<file path="config.mk">
export PLATFORM = sky130hd
export DESIGN_NAME = wishbone_mem_slave_flat
export DESIGN_NICKNAME = d
export VERILOG_FILES = /design/src/rtl/wishbone_pkg.sv /design/src/rtl/wishbone_if.sv /design/src/rtl/board_ram.sv /design/src/rtl/wishbone_mem_slave.sv /design/src/flat_wrapper.sv
export SDC_FILE = /design/constraint.sdc
export NUM_CORES = 2
export LEC_CHECK = 0
export CORE_MARGIN = 2
export CORE_UTILIZATION = 60
export DETAILED_ROUTE_END_ITERATION = 8
export PLACE_DENSITY = 0.76
export SETUP_SLACK_MARGIN = 0.3
export SLEW_MARGIN = 20
export SYNTH_ARGS = -nofsm -noshare
export SYNTH_HDL_FRONTEND = slang
export SYNTH_SLANG_ARGS = --single-unit
</file>
<file path="constraint.sdc">
create_clock -name clk -period 5.6 [get_ports clk]
set_input_delay 1.4 -clock clk [delete_from_list [all_inputs] [get_ports clk]]
set_output_delay 1.4 -clock clk [all_outputs]
set_load 0.1 [all_outputs]
</file>
<file path="src/rtl/wishbone_pkg.sv">
// Shared Wishbone bus widths and the memory-slave FSM state type.
package wishbone_pkg;
    localparam int WB_ADDR_WIDTH = 8;
    localparam int WB_DATA_WIDTH = 8;

    typedef enum logic {
        INIT  = 1'b0,
        READY = 1'b1
    } mem_state_t;
endpackage

</file>
<file path="src/rtl/wishbone_if.sv">
// Pipelined Wishbone B4 bus bundle; signal suffixes follow the master's point of view.
interface wishbone_if
    import wishbone_pkg::*;
#(
    parameter int ADDR_WIDTH = WB_ADDR_WIDTH,
    parameter int DATA_WIDTH = WB_DATA_WIDTH
);
    logic                  cyc_o;
    logic                  stb_o;
    logic                  we_o;
    logic [ADDR_WIDTH-1:0] adr_o;
    logic [DATA_WIDTH-1:0] dat_o;
    logic [DATA_WIDTH-1:0] dat_i;
    logic                  ack_i;
    logic                  stall_i;

    modport master (
        output cyc_o, stb_o, we_o, adr_o, dat_o,
        input  dat_i, ack_i, stall_i
    );

    modport slave (
        input  cyc_o, stb_o, we_o, adr_o, dat_o,
        output dat_i, ack_i, stall_i
    );
endinterface

</file>
<file path="src/rtl/board_ram.sv">
// Single-port synchronous board RAM with registered, write-first read port.
module board_ram #(
    parameter int  DEPTH      = 256,
    parameter int  DATA_WIDTH = 8,
    localparam int AW         = (DEPTH > 1) ? $clog2(DEPTH) : 1
) (
    input  logic                  clk,
    input  logic                  we,
    input  logic [AW-1:0]         addr,
    input  logic [DATA_WIDTH-1:0] wdata,
    output logic [DATA_WIDTH-1:0] rdata
);
    logic [DATA_WIDTH-1:0] mem_q [DEPTH];
    logic [DATA_WIDTH-1:0] rdata_q;

    // Storage array and read register; a write also forwards its data to the read port.
    always_ff @(posedge clk) begin
        if (we) begin
            mem_q[addr] <= wdata;
            rdata_q     <= wdata;
        end else begin
            rdata_q     <= mem_q[addr];
        end
    end

    assign rdata = rdata_q;
endmodule

</file>
<file path="src/rtl/wishbone_mem_slave.sv">
// Pipelined Wishbone responder over board_ram: clears the array after reset,
// then serves one request per cycle with in-order acks READ_LATENCY cycles later.
module wishbone_mem_slave
    import wishbone_pkg::*;
#(
    parameter int                    ADDR_WIDTH   = WB_ADDR_WIDTH,
    parameter int                    DATA_WIDTH   = WB_DATA_WIDTH,
    parameter int                    DEPTH        = 256,
    parameter int                    READ_LATENCY = 2,
    parameter logic [DATA_WIDTH-1:0] INIT_VALUE   = {DATA_WIDTH{1'b0}}
) (
    input  logic       clk,
    input  logic       rst,
    wishbone_if.slave  bus,
    output logic       init_done
);
    localparam int                RAM_AW   = (DEPTH > 1) ? $clog2(DEPTH) : 1;
    localparam logic [RAM_AW-1:0] LAST_IDX = RAM_AW'(DEPTH - 1);
    localparam logic [DATA_WIDTH-1:0] ZERO = {DATA_WIDTH{1'b0}};

    typedef struct packed {
        logic                  valid;
        logic                  rd_ok;
        logic [DATA_WIDTH-1:0] data;
    } slot_t;

    localparam slot_t SLOT_IDLE = '{valid: 1'b0, rd_ok: 1'b0, data: {DATA_WIDTH{1'b0}}};

    mem_state_t            state_q, state_d;
    logic [RAM_AW-1:0]     cnt_q, cnt_d;
    slot_t                 pipe_q [READ_LATENCY];
    slot_t                 pipe_d [READ_LATENCY];
    logic                  ack_q, ack_d;
    logic [DATA_WIDTH-1:0] dat_q, dat_d;
    logic                  stall_q, stall_d;
    logic                  init_done_q, init_done_d;

    logic [ADDR_WIDTH-1:0] adr_s;
    logic                  in_range_s;
    logic                  accept_s;
    logic                  ram_we_s;
    logic [RAM_AW-1:0]     ram_addr_s;
    logic [DATA_WIDTH-1:0] ram_wdata_s;
    logic [DATA_WIDTH-1:0] ram_rdata_s;
    slot_t                 head_s;
    slot_t                 tail_s;

    assign adr_s = bus.adr_o;

    board_ram #(
        .DEPTH      (DEPTH),
        .DATA_WIDTH (DATA_WIDTH)
    ) u_ram (
        .clk   (clk),
        .we    (ram_we_s),
        .addr  (ram_addr_s),
        .wdata (ram_wdata_s),
        .rdata (ram_rdata_s)
    );

    // FSM and RAM port mux: the init counter owns the write port until the array is cleared.
    always_comb begin
        state_d     = state_q;
        cnt_d       = cnt_q;
        accept_s    = 1'b0;
        in_range_s  = (32'(adr_s) < 32'(DEPTH));
        ram_we_s    = 1'b0;
        ram_addr_s  = adr_s[RAM_AW-1:0];
        ram_wdata_s = bus.dat_o;
        case (state_q)
            INIT: begin
                ram_we_s    = 1'b1;
                ram_addr_s  = cnt_q;
                ram_wdata_s = INIT_VALUE;
                if (cnt_q == LAST_IDX) begin
                    state_d = READY;
                end else begin
                    cnt_d = cnt_q + RAM_AW'(1);
                end
            end
            READY: begin
                accept_s = bus.cyc_o & bus.stb_o;
                ram_we_s = accept_s & bus.we_o & in_range_s;
            end
            default: begin
                state_d = INIT;
            end
        endcase
        stall_d     = (state_d == INIT);
        init_done_d = (state_d == READY);
    end

    // Response pipeline: slot 0 picks up RAM read data as it advances; dropping cyc kills every slot.
    always_comb begin
        head_s      = pipe_q[0];
        head_s.data = pipe_q[0].rd_ok ? ram_rdata_s : ZERO;

        pipe_d[0].valid = accept_s;
        pipe_d[0].rd_ok = accept_s & ~bus.we_o & in_range_s;
        pipe_d[0].data  = ZERO;
        for (int i = 1; i < READ_LATENCY; i++) begin
            pipe_d[i] = (i == 1) ? head_s : pipe_q[i-1];
        end
        tail_s = (READ_LATENCY == 1) ? head_s : pipe_q[READ_LATENCY-1];

        if (bus.cyc_o) begin
            ack_d = tail_s.valid;
            dat_d = tail_s.valid ? tail_s.data : ZERO;
        end else begin
            ack_d = 1'b0;
            dat_d = ZERO;
            for (int i = 0; i < READ_LATENCY; i++) begin
                pipe_d[i].valid = 1'b0;
            end
        end
    end

    // State, counter, pipeline and output registers.
    always_ff @(posedge clk or posedge rst) begin
        if (rst) begin
            state_q     <= INIT;
            cnt_q       <= {RAM_AW{1'b0}};
            ack_q       <= 1'b0;
            dat_q       <= ZERO;
            stall_q     <= 1'b1;
            init_done_q <= 1'b0;
            for (int i = 0; i < READ_LATENCY; i++) begin
                pipe_q[i] <= SLOT_IDLE;
            end
        end else begin
            state_q     <= state_d;
            cnt_q       <= cnt_d;
            ack_q       <= ack_d;
            dat_q       <= dat_d;
            stall_q     <= stall_d;
            init_done_q <= init_done_d;
            for (int i = 0; i < READ_LATENCY; i++) begin
                pipe_q[i] <= pipe_d[i];
            end
        end
    end

    assign bus.ack_i   = ack_q;
    assign bus.dat_i   = dat_q;
    assign bus.stall_i = stall_q;
    assign init_done   = init_done_q;
endmodule

</file>
<file path="src/flat_wrapper.sv">
// flat-port wrapper written by rule: the top's interface ports become plain ports
module wishbone_mem_slave_flat import wishbone_pkg::*;
#(
    parameter int                    ADDR_WIDTH   = WB_ADDR_WIDTH,
    parameter int                    DATA_WIDTH   = WB_DATA_WIDTH,
    parameter int                    DEPTH        = 256,
    parameter int                    READ_LATENCY = 2,
    parameter logic [DATA_WIDTH-1:0] INIT_VALUE   = {DATA_WIDTH{1'b0}}
)
  (clk, rst, init_done, bus_cyc_o, bus_stb_o, bus_we_o, bus_adr_o, bus_dat_o, bus_dat_i, bus_ack_i, bus_stall_i);
  wishbone_if #(.ADDR_WIDTH(ADDR_WIDTH), .DATA_WIDTH(DATA_WIDTH)) bus_i ();
  input  logic clk;
  input  logic rst;
  output logic init_done;
  input wire logic [$bits(bus_i.cyc_o)-1:0] bus_cyc_o;
  input wire logic [$bits(bus_i.stb_o)-1:0] bus_stb_o;
  input wire logic [$bits(bus_i.we_o)-1:0] bus_we_o;
  input wire logic [$bits(bus_i.adr_o)-1:0] bus_adr_o;
  input wire logic [$bits(bus_i.dat_o)-1:0] bus_dat_o;
  output wire logic [$bits(bus_i.dat_i)-1:0] bus_dat_i;
  output wire logic [$bits(bus_i.ack_i)-1:0] bus_ack_i;
  output wire logic [$bits(bus_i.stall_i)-1:0] bus_stall_i;
  assign bus_i.cyc_o = bus_cyc_o;
  assign bus_i.stb_o = bus_stb_o;
  assign bus_i.we_o = bus_we_o;
  assign bus_i.adr_o = bus_adr_o;
  assign bus_i.dat_o = bus_dat_o;
  assign bus_dat_i = bus_i.dat_i;
  assign bus_ack_i = bus_i.ack_i;
  assign bus_stall_i = bus_i.stall_i;
  wishbone_mem_slave #(.ADDR_WIDTH(ADDR_WIDTH), .DATA_WIDTH(DATA_WIDTH), .DEPTH(DEPTH), .READ_LATENCY(READ_LATENCY), .INIT_VALUE(INIT_VALUE)) u_core (.clk(clk), .rst(rst), .bus(bus_i), .init_done(init_done));
endmodule
</file>
==> impl_metrics.env <==
export IMPL_grt_max_degree=171
export IMPL_maxSlewViolCount=0
export IMPL_yosysSeqAreaShare_pct=76.7
export IMPL_clkPwrFrac_pct=44.1
export IMPL_port_buffers=31
export IMPL_htree_levels=4
export IMPL_synthMuxAreaShare_pct=14.3
export IMPL_dieArea_um2=139000
export IMPL_skew_ns=0.0392
export IMPL_setup_tns_ns=0
export IMPL_clock_path_buffers=3
export IMPL_insertion_delay_ns=0.83
export IMPL_synth_cell_area_um2=81400
export IMPL_viasPerCell=6.91
export IMPL_routed_wl_um=212000
export IMPL_synth_top_cells_by_area="edfxtp_1 (76%), mux4_2 (9.5%), mux2i_1 (4.0%)"
export IMPL_post_synth_xor_area_fraction_pct=0.0646
export IMPL_path_delay_family="simple AND/OR/NAND/NOR gates"
export IMPL_ys_flop_type="edfxtp_1"
export IMPL_crit_fanout=22
export IMPL_dieHeight_um=372
export IMPL_cp_depth=6
export IMPL_synthAdderAreaFrac_pct=0.0154
export IMPL_cts_buffers_inserted=193
export IMPL_cts_setup_buffers=0
export IMPL_synth_compound_area_share_pct=3.50
export IMPL_grt_antenna_before_repair=6
export IMPL_critPathCaptureType="flop"
export IMPL_postSynth_asyncResetShare_pct=1.44
export IMPL_power_switching_share_pct=18.9
export IMPL_cts_tree="built"
export IMPL_synth_top_area_share_pct=75.6
export IMPL_layout_drive_gt1_share_pct=19.6
export IMPL_final_hold_viol_count=0
export IMPL_timing_max_cap_violations=0
export IMPL_avgSynthCellArea_um2=19.8
export IMPL_design_core_area_um2=135000
export IMPL_postCtsResizedCells=0
export IMPL_p_seq_share_pct=55.9
export IMPL_path_common_cell="nor2_1"
export IMPL_setup_viol=0
export IMPL_critPathBufInv=2
export IMPL_critPathMaxStageDelay_ns=1.05
export IMPL_ios=32
export IMPL_synth_top_family_by_area="multiplexers"
export IMPL_pwr_density_cell_nw_per_um2=332
export IMPL_rr_endpoint="u_core.u_ram.mem_q[82][4]"
export IMPL_cp_arrival_ns=5.12
export IMPL_ys_ff_latch=2086
export IMPL_intPower_w=0.0245
export IMPL_cts_hold_buf=0
export IMPL_critPathLaunch="u_core.state_q"
export IMPL_yosys_area_top_type="edfxtp_1"
export IMPL_via_count=43207
export IMPL_outcome="finished clean"
export IMPL_grt_remaining_overflow=0
export IMPL_yosys_area_share_simple_pct=3.50
export IMPL_syn_nets=4126
export IMPL_synthCells=4104
export IMPL_min_path_type="flop to flop"
export IMPL_rrSetupSlack_ns=0.92
export IMPL_peakVddDrop_uv=292
export IMPL_fmax_ghz=0.214
export IMPL_synth_edf_count=2048
export IMPL_fin_crit_sh_pct=83.5
export IMPL_drt_initial_drc_count=7473
export IMPL_start_util_pct=60.3
export IMPL_antenna_left=0
export IMPL_root_buffer="clkbuf_16"
export IMPL_slew_headroom_pct=19.1
export IMPL_worst_pin_slew_ns=1.20
export IMPL_die_w_um=372
export IMPL_route_detailed_drc=0
export IMPL_wl_per_cell_um=34.0
export IMPL_rsz0062_at_grt="false"
export IMPL_crit_chain="mux2i_1, inv_1, nor2_1, nand3_1, buf_4, nor2_1"
export IMPL_grt_pass1_vias=42158
export IMPL_yosysWarnings=0
export IMPL_power_total_w=0.0302
export IMPL_startpoint_type="flop"
export IMPL_finalNetCount=4323
export IMPL_critical_path_slowest_cell="dfrtp_1"
export IMPL_critPathKind="flop to flop"
export IMPL_p_sw_w=0.00569
export IMPL_track_usage_pct=31.1
export IMPL_cts_clk_slew_worst_paths_ns=0.07
export IMPL_p_leak_nw=22.8
export IMPL_r2r_start="u_core.state_q"
export IMPL_firstDrtPassIters=6
export IMPL_cts_sinks=2086
export IMPL_areaGrowthSynthToFinish_pct=11.7
export IMPL_r2r_worst_path_cells=6
export IMPL_fin_crit_ns=4.68
export IMPL_yosysUniqueCellTypes=65
export IMPL_worstSetupEndpoint="u_core.u_ram.mem_q[82][4]"
export IMPL_combPwrFrac_pct=0.1
export IMPL_num_rows=135
export IMPL_dp_hpwl_um=130000
export IMPL_routabilityCongestion=0.926
export IMPL_grt_pass1_wl_um=304000
export IMPL_critPathRequiredTime_ns=6.05
==> Yosys cell counts (all sizes together) (3+ instances only) <==
library cell,n
a22oi,42
nand3,39
mux4,367
a21o,3
nand4,16
nand2,134
and4,4
o21ai,48
a2111oi,15
xnor2,4
o22ai,88
or3b,3
and2,13
and3,13
o221ai,77
o41ai,4
nor2,332
clkbuf,102
dfrtp,29
nor3,48
buf,138
mux2,4
edfxtp,2048
nor4,19
a31oi,3
nor3b,3
a21oi,70
nor2b,5
a221oi,5
nand3b,5
mux2i,326
o31ai,6
or3,7
dfxtp,8
or4,5
a211oi,34
inv,10
==> how the worst min path moves through the flow <==
stage,startpoint,end,cells past startpoint
after detailed placement,u_core.head_s[9],u_core.pipe_q[9],1
after global routing,u_core.pipe_q[6],u_core.bus.dat_i[6],1
after global placement,u_core.pipe_q[6],u_core.bus.dat_i[6],1
final,u_core.pipe_q[2],u_core.bus.dat_i[2],1
after floorplan,u_core.head_s[9],u_core.pipe_q[9],1
after CTS,u_core.pipe_q[2],u_core.bus.dat_i[2],1
==> area by class of cell <==
type | instances | area (um^2)
Multi-Input combinational cell | 1765 | 17500
Fill cell | 8154 | 44100
Sequential cell | 2086 | 62400
Timing Repair Buffer | 243 | 2290
Inverter | 12 | 46.3
Clock inverter | 119 | 1240
Antenna cell | 3 | 7.51
Clock buffer | 241 | 5170
Tap cell | 1781 | 2230
==> state kept, by name, indices dropped and copies added (netlist names), named ones only <==
register and count:
u_core.state_q 1, u_core.pipe_q 9, u_core.bus.dat_i 8, u_core.bus.ack_i 1, u_core.cnt_q 8, u_core.u_ram.mem_q 2048
u_core.head_s 2, u_core.bus.stall_i 1
==> power groups by stage <==
stage / Clock [W] / Combinational [W] / Sequential [W]
final: 0.0133 / 0.0000206 / 0.0169
after global routing: 0.0139 / 0.0000226 / 0.0169
after CTS: 0.0134 / 0.0000211 / 0.0169
after detailed placement: 0 / 0.0000209 / 0.0172
after global placement: 0 / 0.0000204 / 0.0172
after floorplan: 0 / 0.00000410 / 0.0172
==> routing by layer <==
| metal | routed length (um) | vias to the layer above | GRT usage, % |
|---|---|---|---|
| li1 | - | 17282 | - |
| met2 | 98100 | 3272 | 46.8 |
| met5 | 21 | - | 0 |
| met4 | 10400 | 4 | 13.3 |
| met1 | 76200 | 22110 | 43.2 |
| met3 | 27500 | 539 | 8.79 |
==> stage by stage <==
step | std cells | cell area (um^2) | hold slack [ns] | setup slack, ns | util, %
final | 6250 | 90900 | 0.486 | 0.922 | 67.3
after global routing | 6247 | 90900 | 0.500 | 0.931 | 67.3
after CTS | 6247 | 90900 | 0.490 | 0.956 | 67.3
after detailed placement | 5887 | 84500 | 0.470 | 0.510 | 62.6
after global placement | 5887 | 84500 | 0.465 | 0.716 | 62.6
after floorplan | 4104 | 81400 | 0.434 | 1.71 | -
==> worst reg2reg max path: stages (launching register included) <==
cell and delay [ns]:
dfrtp_1 1.05, mux2i_1 0.73, inv_1 0.21, nor2_1 0.48, nand3_1 0.77, buf_4 0.45
nor2_1 0.63
==> kinds of logic (layout without fill, tap and decap cells) <==
kind of cell	after synthesis	in the layout
mux	697	697
buf+inv	253	615
xor+xnor	6	6
simple gates	652	652
other cells	0	3
fa+ha+maj	1	1
compound gates	409	409
flops	2086	2086
==> placed cells by master, fill, tap and decap left out, types with 13 or more instances in the layout <==
| master | instances |
|---|---|
| edfxtp_1 | 2048 |
| mux4_2 | 345 |
| nor2_1 | 330 |
| mux2i_1 | 326 |
| clkbuf_16 | 200 |
| buf_4 | 182 |
| nand2_1 | 133 |
| o22ai_1 | 87 |
| o221ai_1 | 76 |
| a21oi_1 | 70 |
| o21ai_0 | 48 |
| nor3_1 | 48 |
| a22oi_1 | 42 |
| clkinv_1 | 40 |
| clkbuf_1 | 40 |
| nand3_1 | 39 |
| clkinv_2 | 38 |
| a211oi_1 | 34 |
| buf_12 | 31 |
| clkdlybuf4s50_1 | 30 |
| dfrtp_1 | 29 |
| bufinv_16 | 23 |
| mux4_1 | 22 |
| nor4_1 | 19 |
| nand4_1 | 16 |
| and3_1 | 13 |
No activity file was read; power rests on OpenSTA's default activity.
